## src/rtl/mem_wb_ctrl.sv

```systemverilog
// MEM/WB boundary and data-memory sequencer: issues one request per access,
// stalls the pipe while it is outstanding and registers the writeback result.
module mem_wb_ctrl #(
    parameter int TIMEOUT = 64,
    parameter int CNT_W   = 16
) (
    input  logic             clk,
    input  logic             rst,
    input  logic             mem_valid,
    input  logic             mem_rd,
    input  logic             mem_wr,
    input  logic [15:0]      alu_result,
    input  logic [15:0]      write_data,
    input  logic             reg_write_in,
    input  logic             mem_to_reg_in,
    input  logic [2:0]       write_reg_in,
    input  logic             halt_in,
    input  logic [15:0]      read_data,
    input  logic             done,
    input  logic             stall_from_mem,
    input  logic             cache_hit,
    input  logic             mem_err,
    output logic [15:0]      mem_addr,
    output logic [15:0]      mem_din,
    output logic             mem_req_rd,
    output logic             mem_req_wr,
    output logic             stall_pipe,
    output logic             wb_valid,
    output logic             wb_reg_write,
    output logic [2:0]       wb_write_reg,
    output logic [15:0]      wb_data,
    output logic             wb_halt,
    output logic             wb_err,
    output logic [CNT_W-1:0] access_cnt,
    output logic [CNT_W-1:0] hit_cnt
);

    localparam int TO_W = $clog2(TIMEOUT);
    localparam logic [TO_W-1:0]  TO_LAST  = TO_W'(TIMEOUT - 1);
    localparam logic [CNT_W-1:0] CNT_MAX  = {CNT_W{1'b1}};

    typedef enum logic [1:0] {
        ST_IDLE = 2'd0,
        ST_WAIT = 2'd1,
        ST_HALT = 2'd2
    } state_t;

    state_t            state_r;
    logic [TO_W-1:0]   to_cnt_r;
    logic              wb_valid_r;
    logic              wb_reg_write_r;
    logic [2:0]        wb_write_reg_r;
    logic [15:0]       wb_data_r;
    logic              wb_halt_r;
    logic              wb_err_r;
    logic [CNT_W-1:0]  access_cnt_r;
    logic [CNT_W-1:0]  hit_cnt_r;

    logic              acc_s;
    logic              issue_s;
    logic              stall_s;
    logic              done_acc_s;
    logic              err_s;
    logic              cap_s;
    logic [15:0]       cap_data_s;

    // Per-cycle decision: request issue, pipe stall, WB capture or error.
    always_comb begin
        acc_s      = mem_valid & (mem_rd | mem_wr);
        issue_s    = 1'b0;
        stall_s    = 1'b0;
        done_acc_s = 1'b0;
        err_s      = 1'b0;
        cap_s      = 1'b0;
        cap_data_s = alu_result;
        if (!rst) begin
            issue_s = 1'b0;
        end else begin
            case (state_r)
                ST_IDLE: begin
                    err_s = mem_err;
                    if (mem_valid && halt_in) begin
                        cap_s = 1'b1;
                    end else if (acc_s) begin
                        if (stall_from_mem) begin
                            stall_s = 1'b1;
                        end else begin
                            issue_s    = 1'b1;
                            done_acc_s = done;
                            cap_s      = done;
                            stall_s    = ~done;
                            cap_data_s = mem_to_reg_in ? read_data : alu_result;
                        end
                    end else begin
                        cap_s = mem_valid;
                    end
                end
                ST_WAIT: begin
                    // done in the last allowed cycle still wins over the timeout
                    err_s      = mem_err | (~done & (to_cnt_r == TO_LAST));
                    done_acc_s = done;
                    cap_s      = done;
                    stall_s    = ~done;
                    cap_data_s = mem_to_reg_in ? read_data : alu_result;
                end
                ST_HALT: begin
                    stall_s = 1'b1;
                end
                default: begin
                    stall_s = 1'b1;
                end
            endcase
        end
    end

    assign mem_req_wr = issue_s & mem_wr;
    assign mem_req_rd = issue_s & mem_rd & ~mem_wr;
    assign mem_addr   = rst ? alu_result : 16'h0000;
    assign mem_din    = rst ? write_data : 16'h0000;
    assign stall_pipe = stall_s;

    // Sequencer state, writeback register set and performance counters.
    always_ff @(posedge clk or negedge rst) begin
        if (!rst) begin
            state_r        <= ST_IDLE;
            to_cnt_r       <= {TO_W{1'b0}};
            wb_valid_r     <= 1'b0;
            wb_reg_write_r <= 1'b0;
            wb_write_reg_r <= 3'd0;
            wb_data_r      <= 16'h0000;
            wb_halt_r      <= 1'b0;
            wb_err_r       <= 1'b0;
            access_cnt_r   <= {CNT_W{1'b0}};
            hit_cnt_r      <= {CNT_W{1'b0}};
        end else begin
            if (err_s) begin
                wb_valid_r     <= 1'b1;
                wb_reg_write_r <= 1'b0;
                wb_halt_r      <= 1'b1;
                wb_err_r       <= 1'b1;
            end else if (cap_s) begin
                wb_valid_r     <= 1'b1;
                wb_reg_write_r <= reg_write_in;
                wb_write_reg_r <= write_reg_in;
                wb_data_r      <= cap_data_s;
                wb_halt_r      <= wb_halt_r | halt_in;
            end else begin
                wb_valid_r     <= 1'b0;
                wb_reg_write_r <= 1'b0;
            end

            case (state_r)
                ST_IDLE: begin
                    if (err_s || (mem_valid && halt_in)) begin
                        state_r <= ST_HALT;
                    end else if (issue_s && !done) begin
                        state_r  <= ST_WAIT;
                        to_cnt_r <= {TO_W{1'b0}};
                    end else begin
                        state_r <= ST_IDLE;
                    end
                end
                ST_WAIT: begin
                    if (err_s) begin
                        state_r <= ST_HALT;
                    end else if (done) begin
                        state_r <= ST_IDLE;
                    end else begin
                        state_r  <= ST_WAIT;
                        to_cnt_r <= to_cnt_r + TO_W'(1);
                    end
                end
                ST_HALT: begin
                    state_r  <= ST_HALT;
                    wb_err_r <= wb_err_r | mem_err;
                end
                default: begin
                    state_r <= ST_HALT;
                end
            endcase

            if (done_acc_s && (access_cnt_r != CNT_MAX)) begin
                access_cnt_r <= access_cnt_r + CNT_W'(1);
            end else begin
                access_cnt_r <= access_cnt_r;
            end
            if (done_acc_s && cache_hit && (hit_cnt_r != CNT_MAX)) begin
                hit_cnt_r <= hit_cnt_r + CNT_W'(1);
            end else begin
                hit_cnt_r <= hit_cnt_r;
            end
        end
    end

    assign wb_valid     = wb_valid_r;
    assign wb_reg_write = wb_reg_write_r;
    assign wb_write_reg = wb_write_reg_r;
    assign wb_data      = wb_data_r;
    assign wb_halt      = wb_halt_r;
    assign wb_err       = wb_err_r;
    assign access_cnt   = access_cnt_r;
    assign hit_cnt      = hit_cnt_r;

endmodule

```

## config.mk

```make
export PLATFORM = sky130hd
export DESIGN_NAME = mem_wb_ctrl
export DESIGN_NICKNAME = d
export VERILOG_FILES = /design/src/rtl/mem_wb_ctrl.sv
export SDC_FILE = /design/constraint.sdc
export NUM_CORES = 1
export LEC_CHECK = 0
export CAP_MARGIN = 20
export CORE_UTILIZATION = 45
export CTS_CLUSTER_DIAMETER = 50
export CTS_CLUSTER_SIZE = 40
export DETAILED_ROUTE_END_ITERATION = 16
export PLACE_DENSITY_LB_ADDON = 0.25
export SETUP_SLACK_MARGIN = 0.05
export SLEW_MARGIN = 30
export SYNTH_ARGS = -nofsm -noshare
export SYNTH_HDL_FRONTEND = slang
export SYNTH_SLANG_ARGS = --single-unit
```

## constraint.sdc

```tcl
create_clock -name clk -period 5.5 [get_ports clk]
set_input_delay 0.825 -clock clk [delete_from_list [all_inputs] [get_ports clk]]
set_output_delay 0.825 -clock clk [all_outputs]
set_load 0.01 [all_outputs]
```

Word-level counts from Yosys, hierarchy flattened
Index checks and enable logic that the tools add are counted.
{ "totals": {"wordCells": 94, "inputBits": 63, "register_bits": 63} }
{ "classes": {"bitwise": 12, "add_sub_neg": 3, "reduce_logical": 13, "eq_ne": 9, "mux": 47} }
{ "op_table": {"columns": ["operator", "count"], "rows": [
  ["16-bit 2-to-1 mux", 7],
  ["16-bit by 1-bit adder with 16-bit output, second input constant", 2],
  ["16-bit != test, second input constant", 2],
  ["16-bit one-hot mux with 2 select lines", 1],
  ["1-bit 2-to-1 mux", 27],
  ["6-bit 2-to-1 mux", 4],
  ["6-bit one-hot mux with 2 select lines", 1],
  ["2-bit != test, second input constant", 4],
  ["1-bit one-hot mux with 2 select lines", 4],
  ["6-bit by 1-bit adder with 6-bit output, second input constant", 1],
  ["6-bit equality test, second input constant", 1],
  ["2-bit nonzero test", 3],
  ["1-bit bitwise AND", 5],
  ["1-bit logical AND", 5],
  ["5-bit AND reduction", 1],
  ["2-bit 2-to-1 mux", 2],
  ["1-bit OR", 4],
  ["2-bit one-hot mux with 2 select lines", 1],
  ["1-bit inverter", 3],
  ["2-bit by 1-bit equality test with 1-bit output, second input constant", 1],
  ["2-bit equality test, second input constant", 1],
  ["2-bit zero test", 1],
  ["2-bit AND reduction", 1],
  ["1-bit zero test", 1],
  ["1-bit logical OR", 1]
]} }

Logic depth before layout (Yosys ltp)
Gate-level depths: netlist of run 1.
{ "depth": {"depth_word": 10, "mapped_depth": 7} }

Worst setup path before layout of run 1
Ideal clock, no wire load.
{ "synth_timing": {"path_type": "input port to output port", "startpoint": "input halt_in", "endpoint": "output mem_req_rd", "path_slack_ns": 3.009, "t_required_ns": 4.675, "path_stages": 3, "t_arrival_ns": 1.666, "path_cell_list": "nand4bb_1 > or3_1 > nor3b_1"} }
{ "synth_via": {"elab_chain_cells": 6} }
{ "synth_rtl": {"columns": ["item", "line", "source"], "rows": [
  ["start, declared", "17", "input logic halt_in,"],
  ["1-bit logical AND", "82", "if (mem_valid && halt_in) begin"],
  ["1-bit 2-to-1 mux", "82", null],
  ["1-bit 2-to-1 mux", "79", "case (state_r)"],
  ["1-bit 2-to-1 mux", "76", "if (!rst) begin"],
  ["1-bit bitwise AND (2 in series)", "117", "assign mem_req_rd = issue_s & mem_rd & ~mem_wr;"],
  ["end, declared", "25", "output logic mem_req_rd,"]
]} }
Every way passes these cells.

Final worst setup path of run 1
Ends and elaborated chain as after synthesis.

==> results.toml, run 1 <==
[setup_path]
start_kind = "input port"
r2r_end = "wb_data[12]"
crit_fanout = 5
r2r_slack_ns = 3.22
cp_data_required_time_ns = 4.68
end_kind = "primary output"
r2r_start = "state_r[1]"
crit_start = "halt_in"
arrival_ns = 2.65
reg2reg_depth = 5
crit_type = "input port to primary output"

[run_status]
outcome = "finished clean"

[global_routing]
overflow = 0
grt_pass1_wl_um = 13200
grt_max_degree = 60
grt_pass1_vias = 2727
antenna_found_initial = 0
grt_usage = 0.224

[detailed_routing]
drt.antenna.violating_nets = 0
drcViolationCount = 0
drt-total-wl_um = 8530
vias = 3001
drt-initial-drc-count = 167
dr.pass1.iters = 4
routed_via_density = 5.11
wl_per_cell_um = 14.5

[synthesis]
synth_warnings = 0
syn_area_mm2 = 0.00331
yosysTopAreaCell = "dfrtp_1"
ys_ff_latch = 63
syn_nets = 398
synth.avg_cell_area_um2 = 9.98
ys_top_cells_by_area = "dfrtp_1 48%, and2_1 6.8%, xnor2_1 5.0%"
ys_seq_area_frac = 0.476
synth_top_cell_area_share = 0.476
synthCells = 332
ys_types = 49

[floorplan]
initial_core_util = 0.477
fp-row-count = 30
die_h_um = 87.8
coreArea_mm2 = 0.00694
die_w_um = 87.8
die_area_mm2 = 0.00771
ios = 153

[power]
power_density_mw_per_mm2 = 206
p_leak_nw = 2.23
peakVddDrop_uv = 172

[clocking]
cts_tree = "built"
cts_sinks = 63
h-tree-depth = 3
cts_buffer_depth = 2
hold_buffers = 0
clk_pin_slew_ns = 0.07
postCtsSetupBuffers = 0
clk_latency_ns = 0.34
numCtsBuffers = 9
post_cts_resized = 0
cts_root_buf = "clkbuf_8"

[sta]
min_period_ns = 3.48
slew_violations = 0
hold_viol = 0
maxSlewHeadroom = 0.416
worst_pin_slew_ns = 0.874
rsz0062_at_grt = "no"
fin_skew_ns = 0.00620
hold-worst-slack_ns = 0.418
finalCritPeriodShare = 0.632
tns_ns = 0
fmax_mhz = 288
setup_viol = 0

[placed_design]
portBuffers = 152
gp_congestion = 0.855
dp_hpwl_um = 6370

[final_layout]
final_nets = 552
area_growth_pct = 53.7
drive_above_1_share = 0.0794
multi_input_area_mm2 = 0.00167
fillCellCount = 508
antenna_cells = 0
seq_area_mm2 = 0.00158

[worst_hold_path]
hp-class = "input port to async pin"

[job]
cap_violations = 0
## critical path: stages
cell and delay [ns]:
clkdlybuf4s50_1 0.47, nand4bb_1 0.24, or3_1 0.36, nor3b_1 0.19, clkdlybuf4s50_1 0.57
## cells in the mapped netlist (all sizes together)
cell and count:
nand3 18, nor3 2, ha 3, a311o 1, nor3b 4, clkbuf 7, o21ai 6, o21ba 1
a211oi 2, o211ai 1, mux2i 16, buf 5, or2 3, nand2 21, inv 6, xnor2 19
xor2 8, nand4bb 1, and4 2, nor2b 3, mux2 9, a211o 2, nand4 10, o21a 1
nor2 35, nand4b 3, and2 36, a2111oi 1, or4 2, o2111ai 1, o311a 1, nand2b 2
nor4 2, and3 5, o32ai 1, a21oi 23, a21o 2, or3 2, a31oi 2, dfrtp 63
## per-stage QoR
stage / worst slack, ns / cell area [um^2] / std cells / utilization / power, W
after floorplan: 3.01 / 3310 / 332 / - / 0.000572
after global placement: 2.05 / 4930 / 571 / 0.710 / 0.000709
after detailed placement: 2.00 / 4930 / 571 / 0.710 / 0.000713
after CTS: 2.01 / 5090 / 587 / 0.733 / 0.00106
after global routing: 1.86 / 5090 / 587 / 0.733 / 0.00110
final: 2.02 / 5090 / 587 / 0.733 / 0.00105
## cells by family after synthesis
| logic type | Yosys count | share of synthesized area |
|---|---|---|
| compound gates | 45 | 0.0903 |
| fa+ha+maj | 3 | 0.0113 |
| simple gates | 151 | 0.250 |
| xor+xnor | 27 | 0.0714 |
| mux | 25 | 0.0789 |
| flops | 63 | 0.476 |
| buf+inv | 18 | 0.0223 |
## layer usage
layer / up-vias / wire length, um / global-route usage
li1: 1461 / - / -
met1: 1395 / 3700 / 0.289
met2: 123 / 3950 / 0.352
met3: 22 / 668 / 0.0547
met4: 0 / 213 / 0.110
met5: - / 0 / 0
## power breakdown
group | internal, W | total (W) | leakage, nW | switching [W]
Sequential | 0.000489 | 0.000504 | 0.835 | 0.0000155
Combinational | 0.000123 | 0.000198 | 1.32 | 0.0000748
Clock | 0.000164 | 0.000346 | 0.0797 | 0.000183
Total | 0.000776 | 0.00105 | 2.23 | 0.000273
## worst max-delay path by stage
stage / endpoint / slack (ns) / depth (start not counted)
3_5_place_dp: wb_data[12] / 2.00 / 7
3_3_place_gp: mem_din[14] / 2.05 / 4
4_1_cts: mem_din[13] / 2.01 / 4
6_report: mem_req_rd / 2.02 / 5
5_1_grt: mem_din[13] / 1.86 / 4
2_1_floorplan: mem_req_rd / 3.01 / 3
## layout make-up
| type | count | area share |
|---|---|---|
| Timing Repair Buffer | 155 | 0.303 |
| Sequential cell | 63 | 0.310 |
| Clock buffer | 11 | 0.0258 |
| Clock inverter | 5 | 0.00663 |
| Tap cell | 96 | 0.0236 |
| Multi-Input combinational cell | 251 | 0.327 |
| Inverter | 6 | 0.00442 |
## cell usage in the layout, fill, tap and decap left out, drive strengths merged, types with 4 or more instances in the layout
cell type	count
clkdlybuf4s50	151
dfrtp	63
and2	36
nor2	35
a21oi	23
nand2	21
xnor2	19
nand3	18
mux2i	16
clkbuf	11
nand4	10
mux2	9
xor2	8
inv	7
o21ai	6
and3	5
nor3b	4
buf	4
(Power assumes the default switching activity.)
==> run 2: changes to the inputs <==
CORE_UTILIZATION = 42   (was 45)
clock period = 3.5 ns   (was 5.5 ns; I/O delays follow)
==> run 2 against run 1 <==
  * Via count is 1.3% higher
  * First-iteration DRC count decreased by 5.4%
  * Power up 64%
==> results.toml, run 2 (same netlist as run 1, synthesis figures left out) <==
[global_routing]
grt_max_degree = 60
grt_pass1_wl_um = 14700
grt_pass1_vias = 2961
overflow = 0
antenna_found_initial = 0
grt_usage = 0.226

[detailed_routing]
wl_per_cell_um = 14.9
dr.pass1.iters = 4
routed_via_density = 5.11
drt.antenna.violating_nets = 0
vias = 3040
drt-initial-drc-count = 158
drcViolationCount = 0
drt-total-wl_um = 8860

[clocking]
h-tree-depth = 3
cts_tree = "built"
hold_buffers = 0
postCtsSetupBuffers = 0
cts_sinks = 63
post_cts_resized = 0
numCtsBuffers = 9
clk_latency_ns = 0.34
cts_root_buf = "clkbuf_8"
cts_buffer_depth = 2
clk_pin_slew_ns = 0.07

[setup_path]
critPathTopFamily = "buffers and inverters"
crit_top_cell = "clkdlybuf4s50_1"
crit_fanout = 5
path_buf_inv = 2
arrival_ns = 2.40
crit_path_cell_trace = "clkdlybuf4s50_1 > nand4bb_1 > or3_1 > nor3b_1 > clkdlybuf4s50_1"
start_kind = "input port"
slowest_stage = "clkdlybuf4s50_1"
crit_type = "input port to primary output"
cp_data_required_time_ns = 2.97
critPathMaxStageDelay_ns = 0.56
end_kind = "primary output"

[sta]
min_period_ns = 2.93
worst_pin_slew_ns = 0.708
maxSlewHeadroom = 0.524
setup_viol = 0
finalCritPeriodShare = 0.836
fmax_mhz = 342
rsz0062_at_grt = "no"
hold_viol = 0
tns_ns = 0
fin_skew_ns = 0.00760
slew_violations = 0

[worst_hold_path]
hp-class = "input port to async pin"

[power]
intPower_w = 0.00131
switching_share = 0.241
seqPwrFrac = 0.459
power_density_mw_per_mm2 = 335
combPwrFrac = 0.183
peakVddDrop_uv = 234
clockPowerShare = 0.358
netSwitchingPower_w = 0.000416
p_leak_nw = 2.26

[final_layout]
area_growth_pct = 55.1
most-common-layout-cells = "151 x clkdlybuf4s50_1, 63 x dfrtp_1, 36 x and2_1, 33 x nor2_1, 21 x a21oi_1"
instances_no_fill = 595
antenna_cells = 0
drive_above_1_share = 0.0832
final_area_mm2 = 0.00514
fillCellCount = 632
final_nets = 554
final_common_cell = "clkdlybuf4s50_1"

[placed_design]
dp_cells = 579
gp_congestion = 0.913
dp_hpwl_um = 6750
dpl_cell_area_mm2 = 0.00495
portBuffers = 152

[run_status]
outcome = "finished clean"

[floorplan]
die_area_mm2 = 0.00825
coreArea_mm2 = 0.00769
fp-row-count = 32
initial_core_util = 0.431
die_w_um = 90.8
ios = 153
die_h_um = 90.8

[job]
cap_violations = 0
==> run 2: power groups by stage <==
stage               registers, W  clock network, W  logic [W]
global route            0.000795          0.000671   0.000341
detailed placement      0.000804                 0   0.000318
finish                  0.000791          0.000618   0.000315
global placement        0.000803                 0   0.000311
CTS                     0.000790          0.000638   0.000319
floorplan               0.000822                 0  0.0000764
==> run 2: metrics by stage <==
| stage | worst slack, ns | hold slack [ns] | total power, W | util |
|---|---|---|---|---|
| floorplan | 1.58 | 0.229 | 0.000899 | - |
| global placement | 0.639 | 0.403 | 0.00111 | 0.644 |
| detailed placement | 0.582 | 0.406 | 0.00112 | 0.644 |
| CTS | 0.570 | 0.0329 | 0.00175 | 0.669 |
| global route | 0.409 | 0.0450 | 0.00181 | 0.669 |
| finish | 0.575 | 0.0457 | 0.00172 | 0.669 |
==> run 2: routing by layer <==
| layer | GRT usage | wire length (um) | up-vias |
|---|---|---|---|
| met5 | 0 | 0 | - |
| met4 | 0.0675 | 120 | 0 |
| met3 | 0.0614 | 517 | 12 |
| met2 | 0.386 | 4280 | 104 |
| met1 | 0.277 | 3940 | 1457 |
| li1 | - | - | 1467 |
==> run 2: layout make-up <==
type	count	area (um^2)	share of cell area
Timing Repair Buffer	157	1560	0.303
Clock inverter	4	45.0	0.00876
Tap cell	102	128	0.0248
Sequential cell	63	1580	0.307
Inverter	6	22.5	0.00438
Clock buffer	12	145	0.0282
Multi-Input combinational cell	251	1670	0.324
==> run 2: worst paths after layout <==
kind	startpoint	end	slack, ns	cells past startpoint
worst max-delay path	halt_in	mem_req_rd	0.57	5
worst min-delay path	rst	wb_valid	0.05	1
worst max register to register	hit_cnt[0]	hit_cnt[1]	1.35	5
worst min register to register	wb_halt	wb_halt	0.48	1
max in group asynchronous	rst	hit_cnt[15]	2.63	2
min in group clk	wb_halt	wb_halt	0.48	1
